<file path="src/rtl/spi_ram_pkg.sv">
// Shared widths, state encoding and port identifiers for the SPI RAM front end.
package spi_ram_pkg;

    localparam int SPI_ADDR_W = 16;
    localparam int SPI_DATA_W = 32;

    typedef enum logic [2:0] {
        IDLE      = 3'd0,
        ISSUE     = 3'd1,
        WAIT_BUSY = 3'd2,
        WAIT_DONE = 3'd3,
        RESP      = 3'd4
    } arb_state_t;

    localparam logic PORT_A = 1'b0;
    localparam logic PORT_B = 1'b1;

endpackage

</file>
<file path="src/rtl/spi_ram_arbiter_if.sv">
// One requester port: request handshake plus per-port completion status.
interface spi_ram_arbiter_if #(
    parameter int ADDR_W = spi_ram_pkg::SPI_ADDR_W,
    parameter int DATA_W = spi_ram_pkg::SPI_DATA_W
);
    logic              valid;
    logic              write;
    logic [ADDR_W-1:0] addr;
    logic [DATA_W-1:0] wdata;
    logic              ready;
    logic              rsp_valid;
    logic              rsp_err;

    modport master (output valid, write, addr, wdata, input ready, rsp_valid, rsp_err);
    modport slave  (input valid, write, addr, wdata, output ready, rsp_valid, rsp_err);
endinterface

</file>
<file path="src/rtl/rr_arb2.sv">
// Two-way round-robin select; on a tie the port that was not granted last wins.
module rr_arb2 import spi_ram_pkg::*; (
    input  logic valid_a,
    input  logic valid_b,
    input  logic last_grant,
    input  logic enable,
    output logic grant_a,
    output logic grant_b
);

    // Grant selection, gated by enable
    always_comb begin
        grant_a = 1'b0;
        grant_b = 1'b0;
        if (enable) begin
            if (valid_a && valid_b) begin
                if (last_grant == PORT_B) begin
                    grant_a = 1'b1;
                end else begin
                    grant_b = 1'b1;
                end
            end else begin
                grant_a = valid_a;
                grant_b = valid_b;
            end
        end else begin
            grant_a = 1'b0;
            grant_b = 1'b0;
        end
    end

endmodule

</file>
<file path="src/rtl/spi_ram_arbiter.sv">
// Round-robin arbiter and sequencer sharing one spi_ram_controller between two requesters.
module spi_ram_arbiter import spi_ram_pkg::*; #(
    parameter int ADDR_W     = SPI_ADDR_W,
    parameter int DATA_W     = SPI_DATA_W,
    parameter int START_WAIT = 8
) (
    input  logic              clk,
    input  logic              rst,
    spi_ram_arbiter_if.slave  a_port,
    spi_ram_arbiter_if.slave  b_port,
    output logic [DATA_W-1:0] rsp_rdata,
    output logic [ADDR_W-1:0] ctrl_addr,
    output logic [DATA_W-1:0] ctrl_wdata,
    output logic              ctrl_start_read,
    output logic              ctrl_start_write,
    input  logic [DATA_W-1:0] ctrl_rdata,
    input  logic              ctrl_busy
);

    localparam int              CNT_W    = $clog2(START_WAIT) + 1;
    localparam logic [CNT_W-1:0] CNT_LAST = CNT_W'(START_WAIT - 1);
    localparam logic [CNT_W-1:0] CNT_MAX  = {CNT_W{1'b1}};

    arb_state_t        state_r;
    logic              last_grant_r;
    logic              port_r;
    logic              write_r;
    logic [CNT_W-1:0]  cnt_r;
    logic [ADDR_W-1:0] addr_r;
    logic [DATA_W-1:0] wdata_r;
    logic [DATA_W-1:0] rdata_r;
    logic              start_read_r;
    logic              start_write_r;
    logic              a_rsp_valid_r;
    logic              b_rsp_valid_r;
    logic              a_rsp_err_r;
    logic              b_rsp_err_r;

    logic              arb_en_s;
    logic              grant_a_s;
    logic              grant_b_s;
    logic              xfer_a_s;
    logic              xfer_b_s;
    logic [CNT_W-1:0]  cnt_next_s;

    // The controller keeps running across our reset, so never grant while it is busy
    assign arb_en_s = (state_r == IDLE) && !ctrl_busy;
    assign xfer_a_s = a_port.valid && grant_a_s;
    assign xfer_b_s = b_port.valid && grant_b_s;

    rr_arb2 u_rr_arb2 (
        .valid_a    (a_port.valid),
        .valid_b    (b_port.valid),
        .last_grant (last_grant_r),
        .enable     (arb_en_s),
        .grant_a    (grant_a_s),
        .grant_b    (grant_b_s)
    );

    // Saturating increment of the start-wait counter
    always_comb begin
        cnt_next_s = cnt_r;
        if (cnt_r == CNT_MAX) begin
            cnt_next_s = cnt_r;
        end else begin
            cnt_next_s = cnt_r + CNT_W'(1);
        end
    end

    // Sequencer FSM with latched request and registered controller/response outputs
    always_ff @(posedge clk) begin
        if (rst) begin
            state_r       <= IDLE;
            last_grant_r  <= PORT_B;
            port_r        <= PORT_A;
            write_r       <= 1'b0;
            cnt_r         <= {CNT_W{1'b0}};
            addr_r        <= {ADDR_W{1'b0}};
            wdata_r       <= {DATA_W{1'b0}};
            rdata_r       <= {DATA_W{1'b0}};
            start_read_r  <= 1'b0;
            start_write_r <= 1'b0;
            a_rsp_valid_r <= 1'b0;
            b_rsp_valid_r <= 1'b0;
            a_rsp_err_r   <= 1'b0;
            b_rsp_err_r   <= 1'b0;
        end else begin
            start_read_r  <= 1'b0;
            start_write_r <= 1'b0;
            a_rsp_valid_r <= 1'b0;
            b_rsp_valid_r <= 1'b0;
            a_rsp_err_r   <= 1'b0;
            b_rsp_err_r   <= 1'b0;
            case (state_r)
                IDLE: begin
                    if (xfer_a_s) begin
                        addr_r        <= a_port.addr;
                        wdata_r       <= a_port.wdata;
                        write_r       <= a_port.write;
                        port_r        <= PORT_A;
                        start_read_r  <= !a_port.write;
                        start_write_r <= a_port.write;
                        state_r       <= ISSUE;
                    end else if (xfer_b_s) begin
                        addr_r        <= b_port.addr;
                        wdata_r       <= b_port.wdata;
                        write_r       <= b_port.write;
                        port_r        <= PORT_B;
                        start_read_r  <= !b_port.write;
                        start_write_r <= b_port.write;
                        state_r       <= ISSUE;
                    end else begin
                        state_r <= IDLE;
                    end
                end
                ISSUE: begin
                    cnt_r   <= {CNT_W{1'b0}};
                    state_r <= WAIT_BUSY;
                end
                WAIT_BUSY: begin
                    if (ctrl_busy) begin
                        state_r <= WAIT_DONE;
                    end else if (cnt_next_s == CNT_LAST) begin
                        rdata_r       <= {DATA_W{1'b0}};
                        a_rsp_valid_r <= (port_r == PORT_A);
                        b_rsp_valid_r <= (port_r == PORT_B);
                        a_rsp_err_r   <= (port_r == PORT_A);
                        b_rsp_err_r   <= (port_r == PORT_B);
                        state_r       <= RESP;
                    end else begin
                        cnt_r <= cnt_next_s;
                    end
                end
                WAIT_DONE: begin
                    if (!ctrl_busy) begin
                        rdata_r       <= write_r ? {DATA_W{1'b0}} : ctrl_rdata;
                        a_rsp_valid_r <= (port_r == PORT_A);
                        b_rsp_valid_r <= (port_r == PORT_B);
                        state_r       <= RESP;
                    end else begin
                        state_r <= WAIT_DONE;
                    end
                end
                RESP: begin
                    last_grant_r <= port_r;
                    state_r      <= IDLE;
                end
                default: begin
                    state_r <= IDLE;
                end
            endcase
        end
    end

    assign a_port.ready     = grant_a_s;
    assign b_port.ready     = grant_b_s;
    assign a_port.rsp_valid = a_rsp_valid_r;
    assign b_port.rsp_valid = b_rsp_valid_r;
    assign a_port.rsp_err   = a_rsp_err_r;
    assign b_port.rsp_err   = b_rsp_err_r;
    assign rsp_rdata        = rdata_r;
    assign ctrl_addr        = addr_r;
    assign ctrl_wdata       = wdata_r;
    assign ctrl_start_read  = start_read_r;
    assign ctrl_start_write = start_write_r;

endmodule

</file>
<file path="src/flat_wrapper.sv">
// flat-port wrapper written by rule: the top's interface ports become plain ports
module spi_ram_arbiter_flat import spi_ram_pkg::*;
#(
    parameter int ADDR_W     = SPI_ADDR_W,
    parameter int DATA_W     = SPI_DATA_W,
    parameter int START_WAIT = 8
)
  (clk, rst, rsp_rdata, ctrl_addr, ctrl_wdata, ctrl_start_read, ctrl_start_write, ctrl_rdata, ctrl_busy, a_port_valid, a_port_write, a_port_addr, a_port_wdata, a_port_ready, a_port_rsp_valid, a_port_rsp_err, b_port_valid, b_port_write, b_port_addr, b_port_wdata, b_port_ready, b_port_rsp_valid, b_port_rsp_err);
  spi_ram_arbiter_if #(.ADDR_W(ADDR_W), .DATA_W(DATA_W)) a_port_i ();
  spi_ram_arbiter_if #(.ADDR_W(ADDR_W), .DATA_W(DATA_W)) b_port_i ();
  input  logic clk;
  input  logic rst;
  output logic [DATA_W-1:0] rsp_rdata;
  output logic [ADDR_W-1:0] ctrl_addr;
  output logic [DATA_W-1:0] ctrl_wdata;
  output logic ctrl_start_read;
  output logic ctrl_start_write;
  input  logic [DATA_W-1:0] ctrl_rdata;
  input  logic ctrl_busy;
  input wire logic [$bits(a_port_i.valid)-1:0] a_port_valid;
  input wire logic [$bits(a_port_i.write)-1:0] a_port_write;
  input wire logic [$bits(a_port_i.addr)-1:0] a_port_addr;
  input wire logic [$bits(a_port_i.wdata)-1:0] a_port_wdata;
  output wire logic [$bits(a_port_i.ready)-1:0] a_port_ready;
  output wire logic [$bits(a_port_i.rsp_valid)-1:0] a_port_rsp_valid;
  output wire logic [$bits(a_port_i.rsp_err)-1:0] a_port_rsp_err;
  input wire logic [$bits(b_port_i.valid)-1:0] b_port_valid;
  input wire logic [$bits(b_port_i.write)-1:0] b_port_write;
  input wire logic [$bits(b_port_i.addr)-1:0] b_port_addr;
  input wire logic [$bits(b_port_i.wdata)-1:0] b_port_wdata;
  output wire logic [$bits(b_port_i.ready)-1:0] b_port_ready;
  output wire logic [$bits(b_port_i.rsp_valid)-1:0] b_port_rsp_valid;
  output wire logic [$bits(b_port_i.rsp_err)-1:0] b_port_rsp_err;
  assign a_port_i.valid = a_port_valid;
  assign a_port_i.write = a_port_write;
  assign a_port_i.addr = a_port_addr;
  assign a_port_i.wdata = a_port_wdata;
  assign a_port_ready = a_port_i.ready;
  assign a_port_rsp_valid = a_port_i.rsp_valid;
  assign a_port_rsp_err = a_port_i.rsp_err;
  assign b_port_i.valid = b_port_valid;
  assign b_port_i.write = b_port_write;
  assign b_port_i.addr = b_port_addr;
  assign b_port_i.wdata = b_port_wdata;
  assign b_port_ready = b_port_i.ready;
  assign b_port_rsp_valid = b_port_i.rsp_valid;
  assign b_port_rsp_err = b_port_i.rsp_err;
  spi_ram_arbiter #(.ADDR_W(ADDR_W), .DATA_W(DATA_W), .START_WAIT(START_WAIT)) u_core (.clk(clk), .rst(rst), .a_port(a_port_i), .b_port(b_port_i), .rsp_rdata(rsp_rdata), .ctrl_addr(ctrl_addr), .ctrl_wdata(ctrl_wdata), .ctrl_start_read(ctrl_start_read), .ctrl_start_write(ctrl_start_write), .ctrl_rdata(ctrl_rdata), .ctrl_busy(ctrl_busy));
endmodule
</file>
<file path="config.mk">
export PLATFORM = sky130hd
export DESIGN_NAME = spi_ram_arbiter_flat
export DESIGN_NICKNAME = d
export VERILOG_FILES = /design/src/rtl/spi_ram_pkg.sv /design/src/rtl/spi_ram_arbiter_if.sv /design/src/rtl/rr_arb2.sv /design/src/rtl/spi_ram_arbiter.sv /design/src/flat_wrapper.sv
export SDC_FILE = /design/constraint.sdc
export NUM_CORES = 1
export LEC_CHECK = 0
export BUFFER_PORTS_ARGS = -buffer_cell sky130_fd_sc_hd__buf_2
export CORE_MARGIN = 1.5
export CORE_UTILIZATION = 45
export CTS_CLUSTER_SIZE = 10
export DETAILED_ROUTE_END_ITERATION = 7
export GPL_ROUTABILITY_DRIVEN = 0
export GPL_TIMING_DRIVEN = 0
export PLACE_DENSITY = 0.9
export SYNTH_ARGS = -nofsm -noshare
export SYNTH_HDL_FRONTEND = slang
export SYNTH_SLANG_ARGS = --single-unit
</file>
<file path="constraint.sdc">
create_clock -name clk -period 2.48 [get_ports clk]
set_input_delay 0.372 -clock clk [delete_from_list [all_inputs] [get_ports clk]]
set_output_delay 0.372 -clock clk [all_outputs]
set_load 0.02 [all_outputs]
</file>
### After elaboration in Yosys (flattened, before gate mapping)

Index checks and enable logic that the tools add are counted.

* add/sub/neg operators: 1
* eq/ne operators: 11
* multiplexer cells: 41
* bitwise gates (word level): 3
* reductions and logical operators: 16

Operators with widths (number)
* 32-bit 2-to-1 mux: 6
* 32-bit one-hot mux with 2 select lines: 1
* 16-bit 2-to-1 mux: 2
* 1-bit 2-to-1 mux: 21
* 3-bit 2-to-1 mux: 4
* 4-bit 2-to-1 mux: 3
* 3-bit one-hot mux with 4 select lines: 1
* 4-bit one-hot mux with 2 select lines: 1
* 3-bit by 2-bit equality test with 1-bit output, second input constant: 2
* 2-bit inequality test, second input constant: 3
* 2-bit nonzero test: 3
* 4-bit by 1-bit adder with 4-bit output, second input constant: 1
* 4-bit by 3-bit equality test with 1-bit output, second input constant: 1
* 4-bit equality test, second input constant: 1
* 1-bit logical AND: 4
* 1-bit one-hot mux with 2 select lines: 2
* 4-bit AND reduction: 1
* 2-bit OR reduction: 2
* 3-bit by 1-bit equality test with 1-bit output, second input constant: 1
* 3-bit equality test, second input constant: 1
* 1-bit zero test: 3
* 3-bit zero test: 1
* 3-bit by 2-bit inequality test with 1-bit output, second input constant: 1
* 1-bit inverter: 3
* 3 further kinds: 3

* register bits after elaboration: 96
* bits of input ports: 135
* output and inout port bits: 88

### Logic depth before layout (Yosys ltp)

Gate-level depths: netlist (run 1).

* word-level depth: 7
* depth in mapped cells: 7

### Modules after synthesis

A second synthesis (run 1) with hierarchy kept.

* cells, all modules: 462
* area total of the unflattened synthesis: 4376.7 um^2

By module, submodules not included
* spi_ram_arbiter: instances 1, cells each 457, area each 4355.4 um^2
* rr_arb2: instances 1, cells each 5, area each 21.3 um^2

### Least setup slack after synthesis (run 1)

Ideal clock, no wire load.

* path kind: flip-flop to flip-flop
* start point: register u_core.cnt_r[0]
* end point: register u_core.rdata_r[10], in the netlist u_core.rsp_rdata[10]
* arrival time: 1.772 ns
* slack: 0.636 ns
* stages on the path, launching flop included: 8
* path buffers: 2
* cells stage by stage: dfxtp_1 ha_1 nor3b_2 a21oi_1 nor4b_2 buf_4 buf_12 mux2i_1

* longest elaborated chain between the ends: 5

Ends and longest elaborated chain
* start: declaration: line spi_ram_arbiter.sv:28 `logic [CNT_W-1:0] cnt_r;`
* start signal: assignment: line spi_ram_arbiter.sv:77 `cnt_r <= {CNT_W{1'b0}};`
* start signal: assignment: line spi_ram_arbiter.sv:117 `cnt_r <= {CNT_W{1'b0}};`
* start signal: assignment: line spi_ram_arbiter.sv:131 `cnt_r <= cnt_next_s;`
* 4-bit by 1-bit adder with 4-bit output or 4-bit equality test (tied branches): line spi_ram_arbiter.sv:66, spi_ram_arbiter.sv:63
* 4-bit 2-to-1 mux *: line spi_ram_arbiter.sv:63 `if (cnt_r == CNT_MAX) begin`
* 4-bit by 3-bit equality test with 1-bit output *: line spi_ram_arbiter.sv:123 `end else if (cnt_next_s == CNT_LAST) begin`
* 2-bit by 1-bit inequality test with 1-bit output (no source line) *
* 4-bit AND reduction (no source line) *
* end signal: assignment: line spi_ram_arbiter.sv:80 `rdata_r <= {DATA_W{1'b0}};`
* end signal: assignment: line spi_ram_arbiter.sv:124 `rdata_r <= {DATA_W{1'b0}};`
* end signal: assignment: line spi_ram_arbiter.sv:136 `rdata_r <= write_r ? {DATA_W{1'b0}} : ctrl_rdata;`
* end: declaration: line spi_ram_arbiter.sv:31 `logic [DATA_W-1:0] rdata_r;`

Mark *: on every way between the ends. The rest lies on a longest branch, timed or not.
A chain may end at the register's enable or synchronous reset.

### Worst setup path after layout (run 1)

* start point: register u_core.state_r[2]
* end point: output a_port_ready

* longest elaborated chain between the ends: 3

Ends and longest elaborated chain
* start: declaration: line spi_ram_arbiter.sv:24 `arb_state_t state_r;`
* start signal: assignment: line spi_ram_arbiter.sv:73 `state_r <= IDLE;`
* start signal: assignment: line spi_ram_arbiter.sv:103 `state_r <= ISSUE;`
* start signal: assignment: line spi_ram_arbiter.sv:111 `state_r <= ISSUE;`
* 3-bit zero test: line spi_ram_arbiter.sv:47 `assign arb_en_s = (state_r == IDLE) && !ctrl_busy;`
* 1-bit logical AND: line spi_ram_arbiter.sv:47
* 1-bit 2-to-1 mux: line rr_arb2.sv:15 `if (enable) begin`
* end: declaration: line flat_wrapper.sv:24 `output wire logic [$bits(a_port_i.ready)-1:0] a_port_ready;`

No other way between the ends.

==> results of run 1 <==
## final cells by class
class                      count  share of cell area [%]
multi-input combinational    341                    35.9
sequential                    96                    34.3
timing repair buffer         222                    19.9
clock inverter                 6                   0.760
tap                          108                    2.41
inverter                       4                   0.268
buffer                        39                    4.16
clock buffer                  10                    2.28
## power breakdown
part / switching, W / internal, W / total [W]
Clock: 0.000561 / 0.000370 / 0.000931
Sequential: 0.0000530 / 0.00163 / 0.00168
Combinational: 0.000394 / 0.000268 / 0.000662
## path summary, 6_finish.rpt
kind / start / end / slack, ps / depth (start not counted)
worst max-delay path: u_core.state_r[2]$_SDFFE_PP0P_ / a_port_ready / 190 / 6
worst min-delay path: ctrl_rdata[29] / u_core.rsp_rdata[29]$_SDFFE_PP0P_ / 260 / 3
worst max register to register: u_core.cnt_r[0]$_SDFFE_PP0P_ / u_core.rsp_rdata[31]$_SDFFE_PP0P_ / 370 / 7
worst min register to register: u_core.rsp_rdata[14]$_SDFFE_PP0P_ / u_core.rsp_rdata[14]$_SDFFE_PP0P_ / 470 / 2
## sequential cells by signal, summed over array words and instances (netlist names)
name	count
u_core.ctrl_wdata	32
u_core.rsp_rdata	32
u_core.ctrl_addr	16
u_core.cnt_r	4
u_core.state_r	3
u_core.a_port.rsp_err	1
u_core.a_port.rsp_valid	1
u_core.b_port.rsp_err	1
u_core.b_port.rsp_valid	1
u_core.ctrl_start_read	1
u_core.ctrl_start_write	1
u_core.last_grant_r	1
u_core.port_r	1
u_core.write_r	1
## per-stage QoR
| step | hold slack [ps] | total power, W | area (um2) |
|---|---|---|---|
| 3_3_place_gp | 455 | 0.00236 | 5420 |
| 6_report | 260 | 0.00328 | 5600 |
| 2_1_floorplan | 441 | 0.00210 | 4170 |
| 5_1_grt | 248 | 0.00342 | 5600 |
| 4_1_cts | 248 | 0.00329 | 5590 |
| 3_5_place_dp | 463 | 0.00238 | 5420 |
## kinds of logic after synthesis
kind of cell,after synthesis,synth area share (%)
AND/OR/NAND/NOR,237,26.1
flip-flops,96,46.1
AO/OA/AOI/OAI,70,13.5
buffers and inverters,43,5.94
multiplexers,32,7.68
XOR/XNOR,1,0.390
adder cells (fa/ha/maj),1,0.300
## cells in the final DEF, fill, tap and decap left out, types with 7 or more instances in the layout
cell      count
buf_2       231
nor3_1       12
o22ai_1      10
a311oi_1     39
clkbuf_1     22
nand2_1     115
dfxtp_1      96
a21oi_1       7
nor2_1       56
clkbuf_8      9
mux2i_1      32
nand2b_1     34
## worst max-delay path, cell delays in order, from the launching register on
cell and delay (ps):
dfxtp_1 330, buf_6 130, nor4_4 410, nand3_4 210, inv_2 130, buf_4 170, buf_2 170
## routing by layer
metal / GRT usage, % / up-vias
met5: 0 / -
met4: 7.04 / 0
met3: 4.43 / 20
met2: 43.6 / 213
met1: 28.3 / 2023
li1: - / 2111
==> results.json, run 1 <==
{
  "synth-main-ff-cell": "dfxtp_1",
  "timing.final.ws_setup_ps": 194,
  "ys_ff_latch": 96,
  "synth_cell_types": 42,
  "cts_resized": 0,
  "layoutNonFillerInstCount": 826,
  "grt-ovfl-total": 0,
  "path_max_fanout": 10,
  "die_x_um": 99.3,
  "grt_max_degree": 17,
  "worst_pin_slew_ps": 560,
  "synth_top_area_cell": "dfxtp_1",
  "vias": 4367,
  "setup_tns_ps": 0,
  "wl_met2_um": 6100,
  "htreeDepth": 3,
  "chipHeight_um": 99.3,
  "yosysMostFrequentCell": "nand2_1",
  "pre_cts_ws_ps": 378,
  "place_hpwl_um": 9440,
  "ctsHoldBuffers": 0,
  "finalClockSkew_ps": 15.8,
  "synth_edf_count": 0,
  "syn_nets": 616,
  "ys_warn_count": 0,
  "drv_slew": 0,
  "start_util_pct": 47.2,
  "diodes": 0,
  "yosys-top-cells-count": "nand2_1, dfxtp_1, nor2_1",
  "ant_nets": 0,
  "fmax_mhz": 437,
  "cts.sinks": 96,
  "syn_avg_cell_area_um2": 8.69,
  "antenna_found_initial": 0,
  "wl_met1_um": 5030,
  "setup_violations": 0,
  "core_um2": 8850,
  "highest_layer": "met4",
  "worstPathArrival_ps": 1910,
  "clockRootBuffer": "clkbuf_8",
  "power_density_nw_per_um2": 586,
  "area_growth_pct": 34.1,
  "leakage_nw": 2.57,
  "yosys-top-cells-area": "dfxtp_1, nand2_1, a311oi_1",
  "fill_cells": 751,
  "routed_wl_um": 12100,
  "drt-wirelength-per-cell_um": 14.7,
  "multiInputGateArea_um2": 2010,
  "ir_drop_mv": 0.331,
  "io_buffer_count": 222,
  "route.met3.wl_um": 825,
  "clk_pin_slew_ps": 100,
  "seqCellArea_um2": 1920,
  "layout.nets": 849,
  "cts_tree": "yes",
  "ios": 223,
  "async_flop_share_pct": 0,
  "first_pass_iters": 5,
  "rows": 34,
  "ys_seq_area_share_pct": 46.1,
  "yosysTopAreaCellShare_pct": 46.1,
  "grt.total_usage_pct": 23.8,
  "required_ps": 2110,
  "slew_headroom_pct": 62.7,
  "drc": 0,
  "cts_max_path_buffers": 2,
  "grt_pass1_vias": 4039,
  "clock_latency_ps": 350,
  "cts_buffers": 9,
  "die-area_um2": 9860,
  "cp-start-kind": "flop",
  "fin_util_pct": 63.2,
  "postSynthCellCount": 480,
  "outcome": "complete, no violations",
  "min_period_ps": 2290,
  "criticalPathCategory": "reg -> out",
  "crit_path_end_kind": "primary output",
  "viasPerCell": 5.29,
  "grt_pass1_wl_um": 19000,
  "placed_cells": 810,
  "fin_crit_sh_pct": 92.2,
  "hold_class": "in -> reg",
  "drive_above_1_share_pct": 37.2,
  "postCtsSetupBuffers": 0,
  "maxCapViolations": 0,
  "synthesis.area_um2": 4170,
  "first_iter_violations": 140,
  "final-hold-violation-count": 0,
  "rsz0062_at_grt": "false"
}
No activity file was read; power rests on OpenSTA's default activity.
==> inputs of run 2 (changes only) <==
==> constraint.sdc (replaced) <==
create_clock -name clk -period 2.48 [get_ports clk]
set_input_delay 0.124 -clock clk [delete_from_list [all_inputs] [get_ports clk]]
set_output_delay 0.124 -clock clk [all_outputs]
set_load 0.02 [all_outputs]
==> run 2 against run 1 <==
Compared with the run above: critical path depth increased by 1; worst setup slack gained 170 ps; total power barely moved; critical endpoint is now u_core.rsp_rdata[31]$_SDFFE_PP0P_; first-iteration DRC count decreased by 2.9%; non-clock buffer count unchanged; highest routed layer unchanged; core utilization down 0.085 points; flip-flop and latch count stayed put; combinational power is essentially flat.
==> results.json, run 2 (synthesis results as in run 1) <==
{
  "outcome": "complete, no violations",
  "chipHeight_um": 99.3,
  "fin_crit_sh_pct": 85.4,
  "cts.sinks": 96,
  "drive_above_1_share_pct": 37.2,
  "die-area_um2": 9860,
  "cts_resized": 0,
  "criticalPathCategory": "reg -> reg",
  "holdCritStartpoint": "ctrl_rdata[29]",
  "htreeDepth": 3,
  "antenna_found_initial": 0,
  "setup_tns_ps": 0,
  "crit_path_end_kind": "flop",
  "worstPathArrival_ps": 2390,
  "cts_max_path_buffers": 2,
  "place_area_um2": 5420,
  "final_cell_mix": "buf_2, nand2_1, dfxtp_1, nor2_1, a311oi_1",
  "cts_buffers": 9,
  "grt-ovfl-total": 0,
  "slew_headroom_pct": 63.2,
  "path_max_fanout": 10,
  "r2r_start": "u_core.cnt_r[0]$_SDFFE_PP0P_",
  "postCtsSetupBuffers": 0,
  "ant_nets": 0,
  "io_buffer_count": 222,
  "fill_cells": 751,
  "final-hold-violation-count": 0,
  "ios": 223,
  "drt-wirelength-per-cell_um": 14.6,
  "viasPerCell": 5.27,
  "ir_drop_mv": 0.330,
  "hold_ws_ps": 10.2,
  "rsz0062_at_grt": "false",
  "grt_pass1_wl_um": 19000,
  "diodes": 0,
  "fmax_mhz": 472,
  "start_util_pct": 47.2,
  "rows": 34,
  "first_pass_iters": 4,
  "hold_class": "in -> reg",
  "routed_wl_um": 12100,
  "fin_area_um2": 5590,
  "worst_pin_slew_ps": 552,
  "first_iter_violations": 136,
  "grt_pass1_vias": 4039,
  "clk_pin_slew_ps": 100,
  "power_density_nw_per_um2": 586,
  "clockRootBuffer": "clkbuf_8",
  "cp-start-kind": "flop",
  "required_ps": 2750,
  "drv_slew": 0,
  "final_common_cell": "buf_2",
  "die_x_um": 99.3,
  "vias": 4349,
  "maxCapViolations": 0,
  "startpoint": "u_core.cnt_r[0]$_SDFFE_PP0P_",
  "finalClockSkew_ps": 12.6,
  "drc": 0,
  "place_hpwl_um": 9440,
  "core_um2": 8850,
  "min_period_ps": 2120,
  "clock_latency_ps": 350,
  "area_growth_pct": 33.9,
  "setup_violations": 0,
  "ctsHoldBuffers": 0,
  "layout.nets": 849,
  "grt.total_usage_pct": 23.8,
  "leakage_nw": 2.57,
  "grt_max_degree": 17,
  "cts_tree": "yes"
}
[run 2: cell counts in the layout (fill, tap and decap cells not counted)]
No cell type changed its count.
[run 2: cell type report]
class / instances / area (um2) / area share, %
inverter: 4 / 15.0 / 0.269
sequential: 96 / 1920 / 34.4
multi-input combinational: 341 / 2000 / 35.8
timing repair buffer: 222 / 1110 / 19.9
tap: 108 / 135 / 2.42
buffer: 39 / 233 / 4.16
clock buffer: 10 / 128 / 2.28
clock inverter: 6 / 42.5 / 0.761
[run 2: layer usage]
metal	share of wire, %	wire length, um	global-route usage (%)	vias up
li1	-	-	-	2111
met1	42	5030	28.3	2035
met2	51	6100	43.6	187
met3	6.5	783	4.43	16
met4	1.3	153	7.04	0
met5	0	0	0	-
[run 2: worst paths after layout]
path                                        to  slack, ps  cells past startpoint
min reg2reg  u_core.rsp_rdata[14]$_SDFFE_PP0P_        470                      2
max reg2reg  u_core.rsp_rdata[31]$_SDFFE_PP0P_        360                      7
min          u_core.rsp_rdata[29]$_SDFFE_PP0P_         10                      3
max          u_core.rsp_rdata[31]$_SDFFE_PP0P_        360                      7
[run 2: stage by stage]
step                total power (W)  setup slack, ps  std cells  util (%)
floorplan                   0.00210              636        480         -
global placement            0.00236              514        810      61.2
detailed placement          0.00238              389        810      61.2
CTS                         0.00329              329        826      63.2
global route                0.00342              233        826      63.2
finish                      0.00327              361        826      63.2
[run 2: critical path, stage by stage (launching register included)]
cell	delay [ps]
dfxtp_1	370
ha_1	310
nor3b_2	330
a21oi_1	160
nor4b_2	240
buf_4	240
buf_12	160
mux2i_1	230
[run 2: report_power, final]
part / leakage [nW] / switching, W / internal [W]
clock: 0.0831 / 0.000561 / 0.000369
combinational: 1.70 / 0.000392 / 0.000267
sequential: 0.784 / 0.0000532 / 0.00163
total: 2.57 / 0.00101 / 0.00227
==> inputs of run 3 (changes only) <==
--- a/config.mk
+++ b/config.mk
@@ -7,12 +7,14 @@
 export LEC_CHECK = 0
 export BUFFER_PORTS_ARGS = -buffer_cell sky130_fd_sc_hd__buf_2
 export CORE_MARGIN = 1.5
-export CORE_UTILIZATION = 45
+export CORE_UTILIZATION = 46
+export CTS_BUF_LIST = sky130_fd_sc_hd__clkbuf_4 sky130_fd_sc_hd__clkbuf_8
 export CTS_CLUSTER_SIZE = 10
 export DETAILED_ROUTE_END_ITERATION = 7
 export GPL_ROUTABILITY_DRIVEN = 0
 export GPL_TIMING_DRIVEN = 0
-export PLACE_DENSITY = 0.9
+export PLACE_DENSITY = 0.92
+export SKIP_CTS_REPAIR_TIMING = 1
 export SYNTH_ARGS = -nofsm -noshare
 export SYNTH_HDL_FRONTEND = slang
 export SYNTH_SLANG_ARGS = --single-unit
==> run 3 against run 2 <==
Compared with the run above: the run now ends with negative hold slack left; wire length up 2.8%; clock power up 12%; register-to-register slack about the same; critical path type unchanged.
==> results.json, run 3 (synthesis results as in run 1) <==
{
  "routed_wl_um": 12400,
  "final_common_cell": "buf_2",
  "grt_use_met2_pct": 45.0,
  "clockRootBuffer": "clkbuf_8",
  "rows": 34,
  "vias": 4326,
  "layout.nets": 849,
  "ir_drop_mv": 0.282,
  "maxCapViolations": 0,
  "first_pass_iters": 4,
  "final_cell_mix": "buf_2, nand2_1, dfxtp_1, nor2_1, a311oi_1",
  "ios": 223,
  "hold_class": "in -> reg",
  "path_max_fanout": 10,
  "crit_path_end_kind": "flop",
  "violations": "negative hold slack",
  "diodes": 0,
  "start_util_pct": 47.6,
  "grt-ovfl-total": 0,
  "setup_tns_ps": 0,
  "grt.total_usage_pct": 25.2,
  "gr-usage-met1_pct": 29.9,
  "final-hold-violation-count": 2,
  "cts.sinks": 96,
  "drc": 0,
  "clk_pin_slew_ps": 110,
  "die-area_um2": 9650,
  "fin_crit_sh_pct": 85.0,
  "io_buffer_count": 222,
  "first_iter_violations": 166,
  "pre_cts_ws_ps": 394,
  "core_um2": 8760,
  "fill_cells": 738,
  "grt_pass1_vias": 4251,
  "min_period_ps": 2110,
  "place_hpwl_um": 9540,
  "setup_violations": 0,
  "antenna_found_initial": 0,
  "grt_busiest_layer": "met2",
  "grt_use_met3_pct": 4.65,
  "cp-start-kind": "flop",
  "drv_slew": 0,
  "grt_max_degree": 17,
  "fin_area_um2": 5610,
  "cts_max_path_buffers": 2,
  "area_growth_pct": 34.5,
  "worstPathArrival_ps": 2390,
  "required_ps": 2770,
  "ant_nets": 0,
  "die_x_um": 98.2,
  "grt_pass1_wl_um": 20000,
  "fmax_mhz": 475,
  "finalPower_w": 0.00339,
  "power_density_nw_per_um2": 604,
  "rsz0062_at_grt": "false",
  "chipHeight_um": 98.2,
  "cts_tree": "yes",
  "seqCellArea_um2": 1920,
  "finalClockSkew_ps": 12.8,
  "slew_headroom_pct": 62.9,
  "outcome": "finished with violations",
  "leakage_nw": 2.58,
  "viasPerCell": 5.24,
  "hold_ws_ps": -5.62,
  "criticalPathCategory": "reg -> reg",
  "multiInputGateArea_um2": 2000,
  "drive_above_1_share_pct": 37.2,
  "drt-wirelength-per-cell_um": 15.0,
  "place_area_um2": 5420,
  "htreeDepth": 3,
  "clock_latency_ps": 360,
  "timing.final.ws_setup_ps": 373,
  "cts_buffers": 9,
  "worst_pin_slew_ps": 557
}
==> run 3: layout make-up <==
type	count	share of cell area (%)
flip-flops and latches	96	34.3
clock inverters	6	1.20
multi-input cells	341	35.7
repair buffers	222	19.8
inverters	4	0.268
clock buffers	9	2.21
plain buffers	39	4.15
well taps	108	2.41
==> run 3: worst paths after layout <==
check                                    startpoint                           endpoint  slack (ps)  cells past startpoint
hold reg to reg   u_core.rsp_rdata[14]$_SDFFE_PP0P_  u_core.rsp_rdata[14]$_SDFFE_PP0P_         480                      2
setup / recovery       u_core.cnt_r[0]$_SDFFE_PP0P_  u_core.rsp_rdata[10]$_SDFFE_PP0P_         370                      7
setup reg to reg       u_core.cnt_r[0]$_SDFFE_PP0P_  u_core.rsp_rdata[10]$_SDFFE_PP0P_         370                      7
hold / removal                       ctrl_rdata[21]  u_core.rsp_rdata[21]$_SDFFE_PP0P_          -6                      3
==> run 3: routing by layer <==
metal	wire length, um	share of wire, %
met1	5210	42
met2	6120	49
met3	855	6.9
met4	212	1.7
met5	0	0
==> run 3: per-stage QoR <==
step,utilization (%),cells
after floorplan,-,480
after global placement,61.8,810
after detailed placement,61.8,810
after CTS,64.0,825
after global routing,64.0,825
final,64.0,825
==> run 3: where the power goes <==
group | internal (W) | total (W) | switching (W)
Clock | 0.000467 | 0.00104 | 0.000573
Sequential | 0.00163 | 0.00169 | 0.0000544
Combinational | 0.000267 | 0.000665 | 0.000398
==> run 3: critical path, cell delays in order, from the launching register on <==
cell     delay [ps]
dfxtp_1         380
ha_1            310
nor3b_2         360
a21oi_1         170
nor4b_2         220
buf_4           240
buf_12          160
mux2i_1         200
